$ cat config.mk
export PLATFORM = sky130hd
export DESIGN_NAME = msg_frame_rd
export DESIGN_NICKNAME = d
export VERILOG_FILES = /design/src/rtl/msg_frame_rd.sv
export SDC_FILE = /design/constraint.sdc
export NUM_CORES = 1
export LEC_CHECK = 0
export BUFFER_PORTS_ARGS = -buffer_cell sky130_fd_sc_hd__buf_4
export CAP_MARGIN = 15
export CORE_AREA = 4 4 117 141
export DETAILED_ROUTE_END_ITERATION = 10
export DIE_AREA = 0 0 121 145
export HOLD_SLACK_MARGIN = 0.06
export PLACE_DENSITY = 0.79
export SYNTH_ARGS = -nofsm -noshare
export SYNTH_HDL_FRONTEND = slang
export SYNTH_SLANG_ARGS = --single-unit
$ cat constraint.sdc
create_clock -name OPB_CLK -period 5.3 [get_ports OPB_CLK]
set_clock_uncertainty 0.15 [all_clocks]
set_input_delay 0.53 -clock OPB_CLK [delete_from_list [all_inputs] [get_ports OPB_CLK]]
set_output_delay 0.53 -clock OPB_CLK [all_outputs]
set_load 0.1 [all_outputs]
$ cat src/rtl/msg_frame_rd.sv
// Byte-stream frame parser: pulls bytes from an RX FIFO, decodes write/read/burst-write
// frames and issues single-cycle OPB strobes; errors are pulsed, latched and counted.
module msg_frame_rd #(
  parameter int unsigned ADDR_BYTES     = 4,
  parameter int unsigned DATA_BYTES     = 4,
  parameter int unsigned TIMEOUT_PULSES = 200,
  parameter bit          CHK_EN         = 1'b0
) (
  input  logic        OPB_CLK,
  input  logic        OPB_RST,
  input  logic        PULSE_2KHZ,
  output logic        RX_FIFO_RD,
  input  logic [7:0]  RX_FIFO_DATA,
  input  logic        RX_FIFO_EMPTY,
  output logic [31:0] OPB_ADDR,
  output logic [31:0] OPB_DO,
  output logic        OPB_WE,
  output logic        OPB_RE,
  output logic        error_flag,
  output logic [2:0]  error_code,
  output logic [7:0]  error_cnt
);

  localparam int unsigned TW    = $clog2(TIMEOUT_PULSES + 1);
  localparam logic [1:0]  ALast = 2'(ADDR_BYTES - 1);
  localparam logic [1:0]  DLast = 2'(DATA_BYTES - 1);

  typedef enum logic [2:0] {StHunt, StLen, StAddr, StData, StChk, StTail} state_e;
  typedef enum logic [1:0] {KWrite, KRead, KBurst} kind_e;

  state_e        state_q, state_d;
  kind_e         kind_q, kind_d;
  logic [1:0]    idx_q, idx_d;
  logic [7:0]    words_q, words_d;
  logic [31:0]   addr_q, addr_d;
  logic [31:0]   data_q, data_d;
  logic [7:0]    chk_q, chk_d;
  logic [TW-1:0] tmo_q, tmo_d;
  logic          pulse_q;
  logic          rd_q, rd_d;
  logic          vld_q;
  logic [31:0]   oaddr_q, oaddr_d;
  logic [31:0]   odo_q, odo_d;
  logic          we_q, we_d;
  logic          re_q, re_d;
  logic          eflag_q, eflag_d;
  logic [2:0]    ecode_q, ecode_d;
  logic [7:0]    ecnt_q, ecnt_d;

  logic          rise;
  logic          err;
  logic [2:0]    err_code;
  logic [7:0]    tail_exp;
  logic [7:0]    rx;
  logic [31:0]   data_nxt;

  assign rise     = PULSE_2KHZ & ~pulse_q;
  assign rx       = RX_FIFO_DATA;
  assign data_nxt = {data_q[23:0], rx};
  assign tail_exp = (kind_q == KRead) ? 8'hA4 : 8'hA5;

  always_comb begin
    state_d  = state_q;
    kind_d   = kind_q;
    idx_d    = idx_q;
    words_d  = words_q;
    addr_d   = addr_q;
    data_d   = data_q;
    chk_d    = chk_q;
    tmo_d    = tmo_q;
    oaddr_d  = oaddr_q;
    odo_d    = odo_q;
    we_d     = 1'b0;
    re_d     = 1'b0;
    eflag_d  = 1'b0;
    ecode_d  = ecode_q;
    ecnt_d   = ecnt_q;
    err      = 1'b0;
    err_code = 3'd0;
    // A new read is only issued once the previous byte has been sampled.
    rd_d     = ~RX_FIFO_EMPTY & ~rd_q;

    if (vld_q) begin
      tmo_d = '0;
      chk_d = chk_q ^ rx;
      unique case (state_q)
        StHunt: begin
          chk_d  = rx;
          idx_d  = 2'd0;
          addr_d = '0;
          data_d = '0;
          if (rx == 8'h5A) begin
            kind_d  = KWrite;
            state_d = StAddr;
          end else if (rx == 8'h5B) begin
            kind_d  = KRead;
            state_d = StAddr;
          end else if (rx == 8'h5C) begin
            kind_d  = KBurst;
            state_d = StLen;
          end
        end
        StLen: begin
          if (rx == 8'h00) begin
            err      = 1'b1;
            err_code = 3'd4;
          end else begin
            words_d = rx;
            state_d = StAddr;
          end
        end
        StAddr: begin
          addr_d = {addr_q[23:0], rx};
          idx_d  = idx_q + 2'd1;
          if (idx_q == ALast) begin
            idx_d   = 2'd0;
            state_d = StData;
          end
        end
        StData: begin
          data_d = data_nxt;
          idx_d  = idx_q + 2'd1;
          if (idx_q == DLast) begin
            idx_d = 2'd0;
            if (kind_q == KBurst) begin
              // Burst words are written as they complete; the address walks upward.
              we_d    = 1'b1;
              oaddr_d = addr_q;
              odo_d   = data_nxt;
              addr_d  = addr_q + 32'(DATA_BYTES);
              data_d  = '0;
              words_d = words_q - 8'd1;
              if (words_q == 8'd1) state_d = CHK_EN ? StChk : StTail;
            end else begin
              state_d = CHK_EN ? StChk : StTail;
            end
          end
        end
        StChk: begin
          if (rx != chk_q) begin
            err      = 1'b1;
            err_code = 3'd3;
          end else begin
            state_d = StTail;
          end
        end
        StTail: begin
          if (rx != tail_exp) begin
            err      = 1'b1;
            err_code = 3'd1;
          end else begin
            state_d = StHunt;
            if (kind_q == KWrite) begin
              we_d    = 1'b1;
              oaddr_d = addr_q;
              odo_d   = data_q;
            end else if (kind_q == KRead) begin
              re_d    = 1'b1;
              oaddr_d = addr_q;
            end
          end
        end
        default: state_d = StHunt;
      endcase
    end else if (state_q != StHunt && rise) begin
      if (tmo_q == TW'(TIMEOUT_PULSES - 1)) begin
        err      = 1'b1;
        err_code = 3'd2;
      end else begin
        tmo_d = tmo_q + TW'(1);
      end
    end

    if (err) begin
      eflag_d = 1'b1;
      ecode_d = err_code;
      ecnt_d  = (ecnt_q == 8'hFF) ? ecnt_q : ecnt_q + 8'd1;
      state_d = StHunt;
    end
    if (state_d == StHunt) tmo_d = '0;
  end

  always_ff @(posedge OPB_CLK) begin
    if (OPB_RST) begin
      state_q <= StHunt;
      kind_q  <= KWrite;
      idx_q   <= 2'd0;
      words_q <= 8'd0;
      addr_q  <= '0;
      data_q  <= '0;
      chk_q   <= 8'd0;
      tmo_q   <= '0;
      pulse_q <= 1'b0;
      rd_q    <= 1'b0;
      vld_q   <= 1'b0;
      oaddr_q <= '0;
      odo_q   <= '0;
      we_q    <= 1'b0;
      re_q    <= 1'b0;
      eflag_q <= 1'b0;
      ecode_q <= 3'd0;
      ecnt_q  <= 8'd0;
    end else begin
      state_q <= state_d;
      kind_q  <= kind_d;
      idx_q   <= idx_d;
      words_q <= words_d;
      addr_q  <= addr_d;
      data_q  <= data_d;
      chk_q   <= chk_d;
      tmo_q   <= tmo_d;
      pulse_q <= PULSE_2KHZ;
      rd_q    <= rd_d;
      vld_q   <= rd_q;
      oaddr_q <= oaddr_d;
      odo_q   <= odo_d;
      we_q    <= we_d;
      re_q    <= re_d;
      eflag_q <= eflag_d;
      ecode_q <= ecode_d;
      ecnt_q  <= ecnt_d;
    end
  end

  assign RX_FIFO_RD = rd_q;
  assign OPB_ADDR   = oaddr_q;
  assign OPB_DO     = odo_q;
  assign OPB_WE     = we_q;
  assign OPB_RE     = re_q;
  assign error_flag = eflag_q;
  assign error_code = ecode_q;
  assign error_cnt  = ecnt_q;

endmodule

# Yosys cells after proc, flatten, opt, wreduce, memory -nomap -nowiden

Index checks and enable logic that the tools add are counted.

Output and inout port bits: 79
Bits of input ports: 12
ROM bits: 0
Logic and storage cells: 142
Memory bits (writable): 0
Memories kept: 0
Latch bits: 0
Register bits after elaboration: 176

$lt $le $gt $ge: 0
Multiplexer cells: 62
Add/sub/neg operators: 5
Reduce and logical (&&, ||, !) cells: 25
Equal/unequal tests: 22
Divide/modulo/power cells: 0
Bitwise gates (word level): 10
Multipliers: 0
Shifts and indexed selects: 0

Operators with widths:

| operator              | number |
|---|---|
| $mux 32               | 13 |
| $pmux 32 s2           | 3 |
| $pmux 32 s3           | 1 |
| $mux 3                | 14 |
| $add 32x3->32 const B | 1 |
| $mux 8                | 4 |
| $eq 8x7->1 const B    | 3 |
| $pmux 3 s6            | 1 |
| $add 8x1->8 const B   | 2 |
| $eq 8x8->1 const B    | 2 |
| $ne 8x8->1            | 2 |
| $pmux 8 s2            | 1 |
| $mux 1                | 14 |
| $mux 2                | 7 |
| $reduce_and 6->1      | 2 |
| $ne 2x2->1 const B    | 5 |
| $pmux 3 s3            | 1 |
| $reduce_bool 3->1     | 3 |
| $eq 8x1->1 const B    | 1 |
| $logic_not 8->1       | 1 |
| $reduce_and 2->1      | 4 |
| $reduce_bool 2->1     | 4 |
| $sub 8x1->8 const B   | 1 |
| $xor 8x8->8           | 1 |
| other kinds (21)      | 33 |

# Logic depth before layout (Yosys ltp)

Gate-level depths: netlist of run 1.

Depth in word-level cells: 9
Depth in mapped cells: 9
Mapped depth without buffers: 8

# Worst setup path after synthesis of run 1

OpenSTA, ideal clock, no wires.

Path type: flip-flop to flip-flop
From: reg ecnt_q[0] (netlist: error_cnt[0])
To: reg ecnt_q[7] (netlist: error_cnt[7])
Cell stages (with the launch flop): 7
Arrival time: 2.152 ns
Clock period less this slack: 2.361 ns
Library setup time: 0.059 ns
Required time: 5.091 ns
Path buffers: 0
Slack: 2.939 ns
Cell sequence: dfxtp_1 -> ha_1 -> and3_1 -> nand2_1 -> and4b_1 -> a211oi_1 -> a31o_1

Word-level cells in the longest chain between the ends: 3
Elaborated cells between the ends (all ways): 4
Those cells by class: add/sub (1); eq/ne (1); bitwise (1); reduce/logical (1)

RTL lines:

| element                                                             | RTL line | text |
|---|---|---|
| start, declared                                                     | 48       | `logic [7:0] ecnt_q, ecnt_d;` |
| start signal, assigned                                              | 221      | `ecnt_q <= ecnt_d;` |
| parallel branches: the longest is 3 deep, another holds $add 8x1->8 | n/a      |  |

Parallel ways; which one is timed is not known.
A chain may end at the register's enable or synchronous reset.

# Final worst setup path of run 1

From: reg state_q[1]
To: reg odo_q[25] (netlist: OPB_DO[25])

Word-level cells in the longest chain between the ends: 3
Elaborated cells between the ends (all ways): 9
Those cells by class: eq/ne (6); mux (1); reduce/logical (2)

RTL lines:

| element                                                          | RTL line | text |
|---|---|---|
| start, declared                                                  | 31       | `state_e state_q, state_d;` |
| start signal, assigned                                           | 185      | `state_q <= StHunt;` |
| start signal, assigned                                           | 204      | `state_q <= state_d;` |
| $eq 3x3->1 or $eq 3x2->1 (tied branches)                         | 86       | `unique case (state_q)` |
| $ne 2x2->1 (no source line) or $reduce_bool 2->1 (tied branches) | n/a      |  |
| $reduce_and 6->1 (no source line)                                | n/a      |  |
| end signal, assigned                                             | 216      | `odo_q <= odo_d;` |
| end, declared                                                    | 43       | `logic [31:0] odo_q, odo_d;` |

Several ways; a longest one is shown, not always the timed one.

==> reports/qor.txt, run 1 <==
GP Congestion: 0.862
startpoint types: flop
flop-to-flop setup slack: 1.90 ns
Initial Utilization: 54.6%
Post-Place Worst Slack: 2.00 ns
first-pass GRT wire length: 34,100 um
Die Wd: 121 um
initial antenna violation count: 0
Req. time, crit path: 5.48 ns
Post-Syn Instances: 994
max cap viols: 0
Layout fillers: 1,353
number of global-route vias before repair: 6,895
Synth Area in Simple Gates: 23.5%
Pre-antenna DRT Iters: 5
Arr. time, crit path: 3.58 ns
crit path time final: 3.40 ns
cell family with the largest share of critical-path delay: simple AND/OR/NAND/NOR gates
commonest non-fill, non-tap cell in the layout: dfxtp_1
Post-CTS Setup Repair Bufs: 0
Async SR Flop Fraction: 0%
Setup TNS Final: 0 ns
outcome: complete, no violations
gr usage total: 23.2%
crit-path cells: nor2b_1, nand2_1, o22ai_1, and2_2, nor2_1, a311oi_1
DIE HEIGHT: 145 um
clock slew at reported path FFs: 0.07 ns
adder-cell area share of the yosys netlist: 0.915%
commonest non-fill, non-tap cells in the layout: 176 x dfxtp_1, 170 x nor2_1, 126 x nand2_1, 101 x buf_4, 44 x a21oi_1
Fmax: 0.294 GHz
worst setup margin: 1.90 ns
Ports: 91
Synthesized Nets: 1,012
Post-synth EDFFs: 0
total number of vias: 7,452
Post-DRT Antenna Nets: 0
Non-Filler Instances: 1,248
CP max-delay cell: and2_2
crit end category: flop
endpoints failing hold: 0
ratio of cells with drive above 1 in the final layout: 14.5%
largest net degree at the start of global routing: 67
Main synth FF type: dfxtp_1
Placed Cells: 1,217
Pwr Total: 2.67 mW
Tcrit/Tclk final: 64.2%
clock sinks: 176
H-Tree Depth: 4
area fraction in compound gates after synthesis: 21.2%
num rows: 49
main combinational cell family by area after synthesis: simple AND/OR/NAND/NOR gates
RSZ-0062 raised after global routing: no
Detailed Route Iter0 Violations: 583
Cell Pwr Density: 283 nW/um2
core footprint: 15,000 um2
FF+latch count, synth: 176
total gr overflow: 0
Crit Path Max Fanout: 64
routed len/inst: 16.3 um
post-synthesis mux area share: 4.79%
nets: 1,050
drt total wl: 20,300 um
CTS Buf Count: 17
relative slew slack: 26.7%
area share of the largest cell type after synthesis: 43.0%
Synth area leaders: dfxtp_1 43%, nor2_1 7.8%, nand2_1 5.8%
Synth area leader: dfxtp_1
Bufs and invs on worst path: 0
clock root buffer: clkbuf_16
number of port buffers: 90
Post-Synth XOR/XNOR Area: 1.82%
hold buffers post-CTS: 0
post-cts resize count: 0
Max Slew Vio Count: 0
post-synthesis sequential area ratio: 43.0%
P&R area growth vs syn: 15.3%
Cell Area, Synth: 8200 um2
Hold/Removal Path Class: in2reg
Yosys cell types: 76
syn_area_per_cell: 8.25 um2
warnings from Yosys: 0
worst skew pair latency: 0.43 ns
CTS tree: yes
DP HPWL: 13,200 um
endpoints failing setup: 0
drt drc: 0
worst slew pin tran: 1.10 ns
maximum VDD drop: 0.207 mV
Via density: 5.97
maximum clock insertion buffer count: 2
Leak: 3.21 nW
kind of critical path: reg2reg
diode count: 0
Final Hold Slack: 0.103 ns
CP peak stage delay: 0.90 ns
Die ar.: 17,500 um2
## kinds of logic (layout without fill, tap and decap cells)
logic type	Yosys count	after routing
and+or+nand+nor	423	423
buffers and inverters	95	145
muxes	38	38
AOI/OAI and AO/OA	239	239
adders and majority gates	6	6
DFF	176	176
xor gates and xnor gates	17	17
## cell type report
cell class / instances / area (um2) / area share [%]
multi-input combinational: 723 / 4280 / 45.3
clock buffer: 17 / 425 / 4.50
sequential: 176 / 3520 / 37.3
timing repair buffer: 101 / 758 / 8.02
tap: 204 / 255 / 2.70
clock inverter: 14 / 156 / 1.65
inverter: 13 / 48.8 / 0.516
## metrics by stage
stage | util [%] | instance area, um2
detailed placement | 59.1 | 8870
global placement | 59.1 | 8870
finish | 62.9 | 9450
CTS | 62.9 | 9450
global route | 62.9 | 9450
floorplan | - | 8200
## cells in the mapped netlist, types with 3 or more instances
library cell and n:
and3_1 8, buf_4 3, o31ai_1 6, xnor2_1 11, nand4_1 16, buf_1 4, a31oi_1 9, nand3b_1 3
a2bb2oi_1 3, ha_1 6, a32oi_1 11, o22ai_1 4, nor3b_1 6, nor3_1 16, mux2i_1 34, a32o_1 4
inv_1 12, nand2b_1 6, nand4b_1 3, o21ai_0 33, nor2b_1 8, nand3_1 25, a221oi_1 3, dfxtp_1 176
clkbuf_1 61, nor4b_1 4, o32ai_1 3, a22oi_1 42, o311ai_0 4, nand2_1 126, buf_2 12, a211oi_1 8
a311oi_1 34, nor2_1 171, xor2_1 6, o21ai_1 8, nor4_1 9, a21oi_1 44, or3_1 4
## worst paths after layout
path	start	end	cells past startpoint
worst min register to register	RX_FIFO_RD$_SDFF_PP0_	RX_FIFO_RD$_SDFF_PP0_	1
worst max register to register	state_q[1]$_SDFF_PP0_	OPB_DO[25]$_SDFFE_PP0P_	6
worst min-delay path	RX_FIFO_EMPTY	RX_FIFO_RD$_SDFF_PP0_	2
worst max-delay path	state_q[1]$_SDFF_PP0_	OPB_DO[25]$_SDFFE_PP0P_	6
## routing by layer
layer / share of wire, % / wire (um) / global-route usage [%]
met5: 0 / 0 / 0
met3: 6.6 / 1330 / 4.59
met4: 2.4 / 483 / 8.56
met1: 42 / 8480 / 29.9
met2: 49 / 9990 / 38.2
## state kept, by name, indices dropped and copies added (netlist names)
| register | count |
|---|---|
| OPB_ADDR | 32 |
| OPB_DO | 32 |
| OPB_RE | 1 |
| OPB_WE | 1 |
| RX_FIFO_RD | 1 |
| addr_q | 32 |
| chk_q | 8 |
| data_q | 32 |
| error_cnt | 8 |
| error_code | 3 |
| error_flag | 1 |
| idx_q | 2 |
| kind_q | 2 |
| pulse_q | 1 |
| state_q | 3 |
| tmo_q | 8 |
| vld_q | 1 |
| words_q | 8 |
## report_power, final
group	internal [mW]	total [mW]	switching, mW
sequential	1.33	1.33	0.00684
clock	0.701	1.24	0.539
combinational	0.0270	0.0993	0.0723
No activity file was read; power rests on OpenSTA's default activity.
==> run 2, diff against run 1 <==
--- a/config.mk
+++ b/config.mk
@@ -5,11 +5,12 @@
 export SDC_FILE = /design/constraint.sdc
 export NUM_CORES = 1
 export LEC_CHECK = 0
+export ABC_AREA = 1
 export BUFFER_PORTS_ARGS = -buffer_cell sky130_fd_sc_hd__buf_4
 export CAP_MARGIN = 15
-export CORE_AREA = 4 4 117 141
+export CORE_AREA = 4 4 122 147
 export DETAILED_ROUTE_END_ITERATION = 10
-export DIE_AREA = 0 0 121 145
+export DIE_AREA = 0 0 126 151
 export HOLD_SLACK_MARGIN = 0.06
 export PLACE_DENSITY = 0.79
 export SYNTH_ARGS = -nofsm -noshare
==> constraint.sdc (replaced) <==
create_clock -name OPB_CLK -period 2.7 [get_ports OPB_CLK]
set_clock_uncertainty 0.15 [all_clocks]
set_input_delay 0.27 -clock OPB_CLK [delete_from_list [all_inputs] [get_ports OPB_CLK]]
set_output_delay 0.27 -clock OPB_CLK [all_outputs]
set_load 0.1 [all_outputs]
==> run 2 against run 1 <==
Synthesized area is 5.2% higher. Hold slack gained 0.035 ns. Register-to-register slack lost 1.5 ns. Non-clock buffer count is 12 higher. Critical path type is now in2reg. First-iteration DRC count rose by 27%.
==> reports/qor.txt, run 2 <==
outcome: complete, no violations
DIE HEIGHT: 151 um
drt drc: 0
commonest non-fill, non-tap cell in the layout: nand2_1
commonest non-fill, non-tap cells in the layout: 237 x nand2_1, 176 x dfxtp_1, 139 x inv_1, 129 x a21oi_1, 115 x o21ai_0
relative slew slack: 62.9%
Hold/Removal Path Class: in2reg
P_sw: 1.23 mW
GP Congestion: 0.905
first-pass GRT wire length: 36,200 um
crit end category: flop
crit path time final: 2.37 ns
leading cell types by count after synthesis: 237 x nand2_1, 176 x dfxtp_1, 140 x inv_1
drt total wl: 21,900 um
Yosys cell types: 52
Pwr Total: 5.40 mW
RSZ-0062 raised after global routing: no
Max Slew Vio Count: 0
gr usage total: 22.9%
Logic pwr share: 5.4%
Die ar.: 19,000 um2
FF+latch count, synth: 176
Async SR Flop Fraction: 0%
ratio of cells with drive above 1 in the final layout: 14.4%
Synth area leaders: dfxtp_1 41%, nand2_1 10%, a21oi_1 7.5%
Setup TNS Final: 0 ns
Main synth FF type: dfxtp_1
r2r startpoint: idx_q[0]$_SDFFE_PP0P_
number of global-route vias before repair: 7,642
total gr overflow: 0
syn_area_per_cell: 7.17 um2
worst skew pair latency: 0.43 ns
endpoints failing hold: 0
Die Wd: 126 um
Leak: 3.85 nW
max cap viols: 0
Req. time, crit path: 2.90 ns
Flop pwr share: 49.8%
initial antenna violation count: 0
number of port buffers: 90
clock root buffer: clkbuf_16
area share of the largest cell type after synthesis: 40.9%
clock slew at reported path FFs: 0.07 ns
CP max-delay cell: dlygate4sd3_1
Final Hold Slack: 0.137 ns
flop-to-flop setup slack: 0.42 ns
clock sinks: 176
Arr. time, crit path: 2.57 ns
internal power: 4.16 mW
routed len/inst: 14.6 um
Cell Area, Synth: 8620 um2
startpoint types: input port
Clk network pwr share: 44.7%
Post-Syn Instances: 1,203
Hold Crit Depth: 2
CTS tree: yes
warnings from Yosys: 0
Tcrit/Tclk final: 87.9%
maximum clock insertion buffer count: 2
core footprint: 16,700 um2
diode count: 0
crit-path cells: dlygate4sd3_1, buf_4, nor2_2, nand2_1, nor2_1, nand2_1, nor2_4, nand2_1, nand2_1, nand2_1, inv_4, o21ai_0, a31oi_1
most common cell in the netlist: nand2_1
kind of critical path: in2reg
Post-synth EDFFs: 0
Via density: 5.48
Fmax: 0.421 GHz
Initial Utilization: 51.8%
Synth area leader: dfxtp_1
Synthesized Nets: 1,221
endpoints failing setup: 0
largest net degree at the start of global routing: 120
Post-DRT Antenna Nets: 0
post-synthesis sequential area ratio: 40.9%
Reg2Reg Depth: 9
sw frac: 22.9%
Cell Pwr Density: 542 nW/um2
P&R area growth vs syn: 15.4%
Most common cell on crit path: nand2_1
total number of vias: 8,196
CTS Buf Count: 17
R2R Path End: OPB_DO[1]$_SDFFE_PP0P_
CP peak stage delay: 0.54 ns
Hold Path Sink: data_q[8]$_SDFFE_PP0P_
DP HPWL: 14,500 um
H-Tree Depth: 4
worst slew pin tran: 0.556 ns
num rows: 52
Pre-antenna DRT Iters: 5
Crit Path Max Fanout: 64
maximum VDD drop: 0.353 mV
Detailed Route Iter0 Violations: 743
Hold Startpoint: OPB_RST
Ports: 91
nets: 1,287
==> run 2: cell count changes after synthesis, sizes merged, moves of 10 or more <==
cell	change
inv	+140
nand2	+122
o21ai	+92
a21oi	+86
nor2	-76
a22oi	-41
a311oi	-34
clkbuf	-34
mux2i	-34
nand3	+30
a31oi	+27
buf	+18
a32oi	-11
o22ai	+10
==> run 2: metal layers <==
layer	vias to the layer above	global-route usage (%)	part of all wire (%)	wire length (um)
met5	-	0	0	0
met4	0	10.2	2.8	609
met3	59	4.30	5.5	1200
met2	255	39.3	50	11000
met1	3757	28.0	42	9100
li1	4125	-	-	-
==> run 2: power groups by stage <==
stage	Clock [mW]	Sequential (mW)	Combinational (mW)
2_1_floorplan	0	2.73	0.209
3_3_place_gp	0	2.74	0.274
3_5_place_dp	0	2.74	0.279
4_1_cts	2.45	2.69	0.292
5_1_grt	2.55	2.69	0.328
6_report	2.41	2.69	0.294
==> run 2: logic make-up after synthesis <==
family | count (synthesis) | share of synthesized area (%)
AND/OR/NAND/NOR | 439 | 22.7
adder cells (fa/ha/maj) | 6 | 0.870
AO/OA/AOI/OAI | 347 | 22.5
buffers and inverters | 220 | 11.5
XOR/XNOR | 15 | 1.52
flip-flops | 176 | 40.9
==> run 2: per-stage QoR <==
stage,instance area [um2],worst slack [ns],util (%),std cells
2_1_floorplan,8620,0.239,-,1203
3_3_place_gp,9290,0.466,55.8,1456
3_5_place_dp,9290,0.464,55.8,1456
4_1_cts,9950,0.360,59.8,1496
5_1_grt,9950,0.144,59.8,1496
6_report,9950,0.326,59.8,1496
==> run 2: worst max-delay path by stage <==
stage	start	end	slack, ns
2_1_floorplan	error_cnt[1]$_SDFFE_PP0P_	error_cnt[4]$_SDFFE_PP0P_	0.24
3_3_place_gp	state_q[0]$_SDFF_PP0_	addr_q[2]$_SDFFE_PP0P_	0.47
3_5_place_dp	state_q[0]$_SDFF_PP0_	addr_q[2]$_SDFFE_PP0P_	0.46
4_1_cts	RX_FIFO_DATA[6]	OPB_DO[1]$_SDFFE_PP0P_	0.36
5_1_grt	RX_FIFO_DATA[6]	OPB_DO[14]$_SDFFE_PP0P_	0.14
6_report	RX_FIFO_DATA[6]	OPB_DO[1]$_SDFFE_PP0P_	0.33
==> run 2: what timing repair did <==
item	in CTS	in global routing
hold buffers	10	0
setup endpoints to repair	0	0
endpoints found under the hold margin	18	0
setup buffers	0	0
resized for setup	0	0
==> run 2: layout make-up <==
class                   instances  area (um2)
fillers                      1557        6700
clock inverters                 5        80.1
repair buffers                113         898
well taps                     216         270
clock buffers                  25         485
multi-input cells             807        4110
flip-flops and latches        176        3520
inverters                     154         586
==> run 2: critical path: cells and delay by family <==
kind / cells / cell delay (ns)
buf+inv: 3 / 1.16
simple gates: 8 / 0.76
compound gates: 2 / 0.36
==> run 3, diff against run 2 <==
--- a/config.mk
+++ b/config.mk
@@ -8,10 +8,11 @@
 export ABC_AREA = 1
 export BUFFER_PORTS_ARGS = -buffer_cell sky130_fd_sc_hd__buf_4
 export CAP_MARGIN = 15
-export CORE_AREA = 4 4 122 147
+export CORE_AREA = 2 2 120 145
 export DETAILED_ROUTE_END_ITERATION = 10
-export DIE_AREA = 0 0 126 151
+export DIE_AREA = 0 0 122 147
 export HOLD_SLACK_MARGIN = 0.06
+export MAX_ROUTING_LAYER = met4
 export PLACE_DENSITY = 0.79
 export SYNTH_ARGS = -nofsm -noshare
 export SYNTH_HDL_FRONTEND = slang
==> run 3 against run 2 <==
Non-clock buffer count shrank 1. Critical endpoint is now OPB_DO[19]$_SDFFE_PP0P_. Routed wire length shrank 0.62%. Critical path depth is the same. Global-route usage grew 2.1 points. Highest routed layer unchanged. Largest cell class unchanged. Sequential power is essentially flat. Critical path type unchanged. First-iteration DRC count shrank 13%. Via count shrank 0.27%.
==> reports/qor.txt, run 3 (synthesis results as in run 2) <==
Die ar.: 17,900 um2
Clk network pwr share: 44.0%
DP HPWL: 14,300 um
hold buffers post-CTS: 10
maximum VDD drop: 0.349 mV
gr usage total: 25.0%
Cell Pwr Density: 536 nW/um2
drt drc: 0
CTS tree: yes
initial antenna violation count: 0
RSZ-0062 raised after global routing: no
Initial Utilization: 52.0%
met1 usage: 30.8%
startpoint types: input port
commonest non-fill, non-tap cells in the layout: 237 x nand2_1, 176 x dfxtp_1, 139 x inv_1, 129 x a21oi_1, 115 x o21ai_0
CP peak stage delay: 0.56 ns
internal power: 4.05 mW
Logic pwr share: 5.5%
clock root buffer: clkbuf_16
placed cell area: 9280 um2
clock sinks: 176
Non-Filler Instances: 1,497
Pwr Total: 5.32 mW
Hold/Removal Path Class: in2reg
r2r startpoint: state_q[2]$_SDFF_PP0_
Max Slew Vio Count: 0
core footprint: 16,600 um2
relative slew slack: 61.6%
number of global-route vias before repair: 7,459
Most common cell on crit path: nand2_1
maximum clock insertion buffer count: 2
Tcrit/Tclk final: 89.4%
kind of critical path: in2reg
R2R Path End: OPB_DO[19]$_SDFFE_PP0P_
grt peak-use layer: met2
H-Tree Depth: 4
DIE HEIGHT: 147 um
CTS Buf Count: 17
Bufs and invs on worst path: 3
Pre-antenna DRT Iters: 5
worst slew pin tran: 0.576 ns
Crit Path Max Fanout: 64
diode count: 0
met3 usage: 4.04%
outcome: complete, no violations
endpoints failing setup: 0
Post-DRT Antenna Nets: 0
Fmax: 0.414 GHz
P&R area growth vs syn: 15.2%
total gr overflow: 0
P_sw: 1.27 mW
commonest non-fill, non-tap cell in the layout: nand2_1
total number of vias: 8,174
crit path time final: 2.41 ns
worst skew pair latency: 0.43 ns
Hold Startpoint: OPB_RST
flop-to-flop setup slack: 0.41 ns
crit-path cells: dlygate4sd3_1, buf_4, nor2_2, nand2_1, nor2_1, nand2_1, nor2_4, nand2_1, nand2_1, nand2_1, inv_4, o21ai_0, a31oi_1
Flop pwr share: 50.5%
Detailed Route Iter0 Violations: 647
endpoints failing hold: 0
M2 GR Usage: 41.7%
routed len/inst: 14.5 um
Ports: 91
Hold Crit Depth: 2
design area: 9930 um2
Req. time, crit path: 2.91 ns
Die Wd: 122 um
num rows: 52
Reg2Reg Depth: 10
Leak: 3.84 nW
ratio of cells with drive above 1 in the final layout: 14.5%
CP max-delay cell: dlygate4sd3_1
Placed Cells: 1,455
Post-CTS Setup Repair Bufs: 0
Arr. time, crit path: 2.62 ns
GP Congestion: 0.859
Hold Path Sink: state_q[2]$_SDFF_PP0_
Setup TNS Final: 0 ns
sw frac: 23.8%
max cap viols: 0
nets: 1,286
clock slew at reported path FFs: 0.07 ns
post-cts resize count: 0
Via density: 5.46
cell family with the largest share of critical-path delay: buffers and inverters
drt total wl: 21,800 um
largest net degree at the start of global routing: 120
first-pass GRT wire length: 35,500 um
number of port buffers: 90
crit end category: flop
[run 3: worst register-to-register path, delay by kind of cell (launching register included)]
family,cells,cell delay [ns]
flip-flops,1,0.45
buffers and inverters,3,0.59
AO/OA/AOI/OAI,2,0.37
AND/OR/NAND/NOR,5,0.64
[run 3: metal layers]
metal / vias up / part of all wire, %
li1: 4119 / -
met3: 32 / 4.6
met1: 3810 / 42
met5: - / 0
met2: 213 / 51
met4: 0 / 1.7
[run 3: how the worst max path moves through the flow]
stage,start,to,slack (ns),depth (start not counted)
after detailed placement,state_q[2]$_SDFF_PP0_,OPB_DO[19]$_SDFFE_PP0P_,0.43,10
after floorplan,error_cnt[1]$_SDFFE_PP0P_,error_cnt[4]$_SDFFE_PP0P_,0.24,10
after global routing,RX_FIFO_DATA[6],OPB_DO[26]$_SDFFE_PP0P_,0.01,13
final,RX_FIFO_DATA[6],OPB_DO[19]$_SDFFE_PP0P_,0.29,13
after CTS,RX_FIFO_DATA[1],OPB_DO[19]$_SDFFE_PP0P_,0.34,13
after global placement,state_q[0]$_SDFF_PP0_,addr_q[9]$_SDFFE_PP0P_,0.53,11
[run 3: per-stage QoR]
step	util, %	setup slack (ns)	hold slack [ns]
final	59.9	0.285	0.132
after global placement	55.9	0.526	0.279
after floorplan	-	0.239	0.191
after global routing	59.9	0.0149	0.152
after detailed placement	55.9	0.432	0.284
after CTS	59.9	0.343	0.127
[run 3: area by class of cell]
type                            count  area (um2)
Fill cell                        1513        6660
Multi-Input combinational cell    807        4110
Sequential cell                   176        3520
Timing Repair Buffer              112         891
Inverter                          154         586
Clock buffer                       23         468
Tap cell                          216         270
Clock inverter                      9        85.1
[run 3: power groups by stage]
stage,logic (mW),clock network (mW),registers [mW]
2_1_floorplan,0.209,0,2.73
3_3_place_gp,0.275,0,2.74
3_5_place_dp,0.280,0,2.74
4_1_cts,0.293,2.36,2.68
5_1_grt,0.330,2.46,2.69
6_report,0.295,2.34,2.69
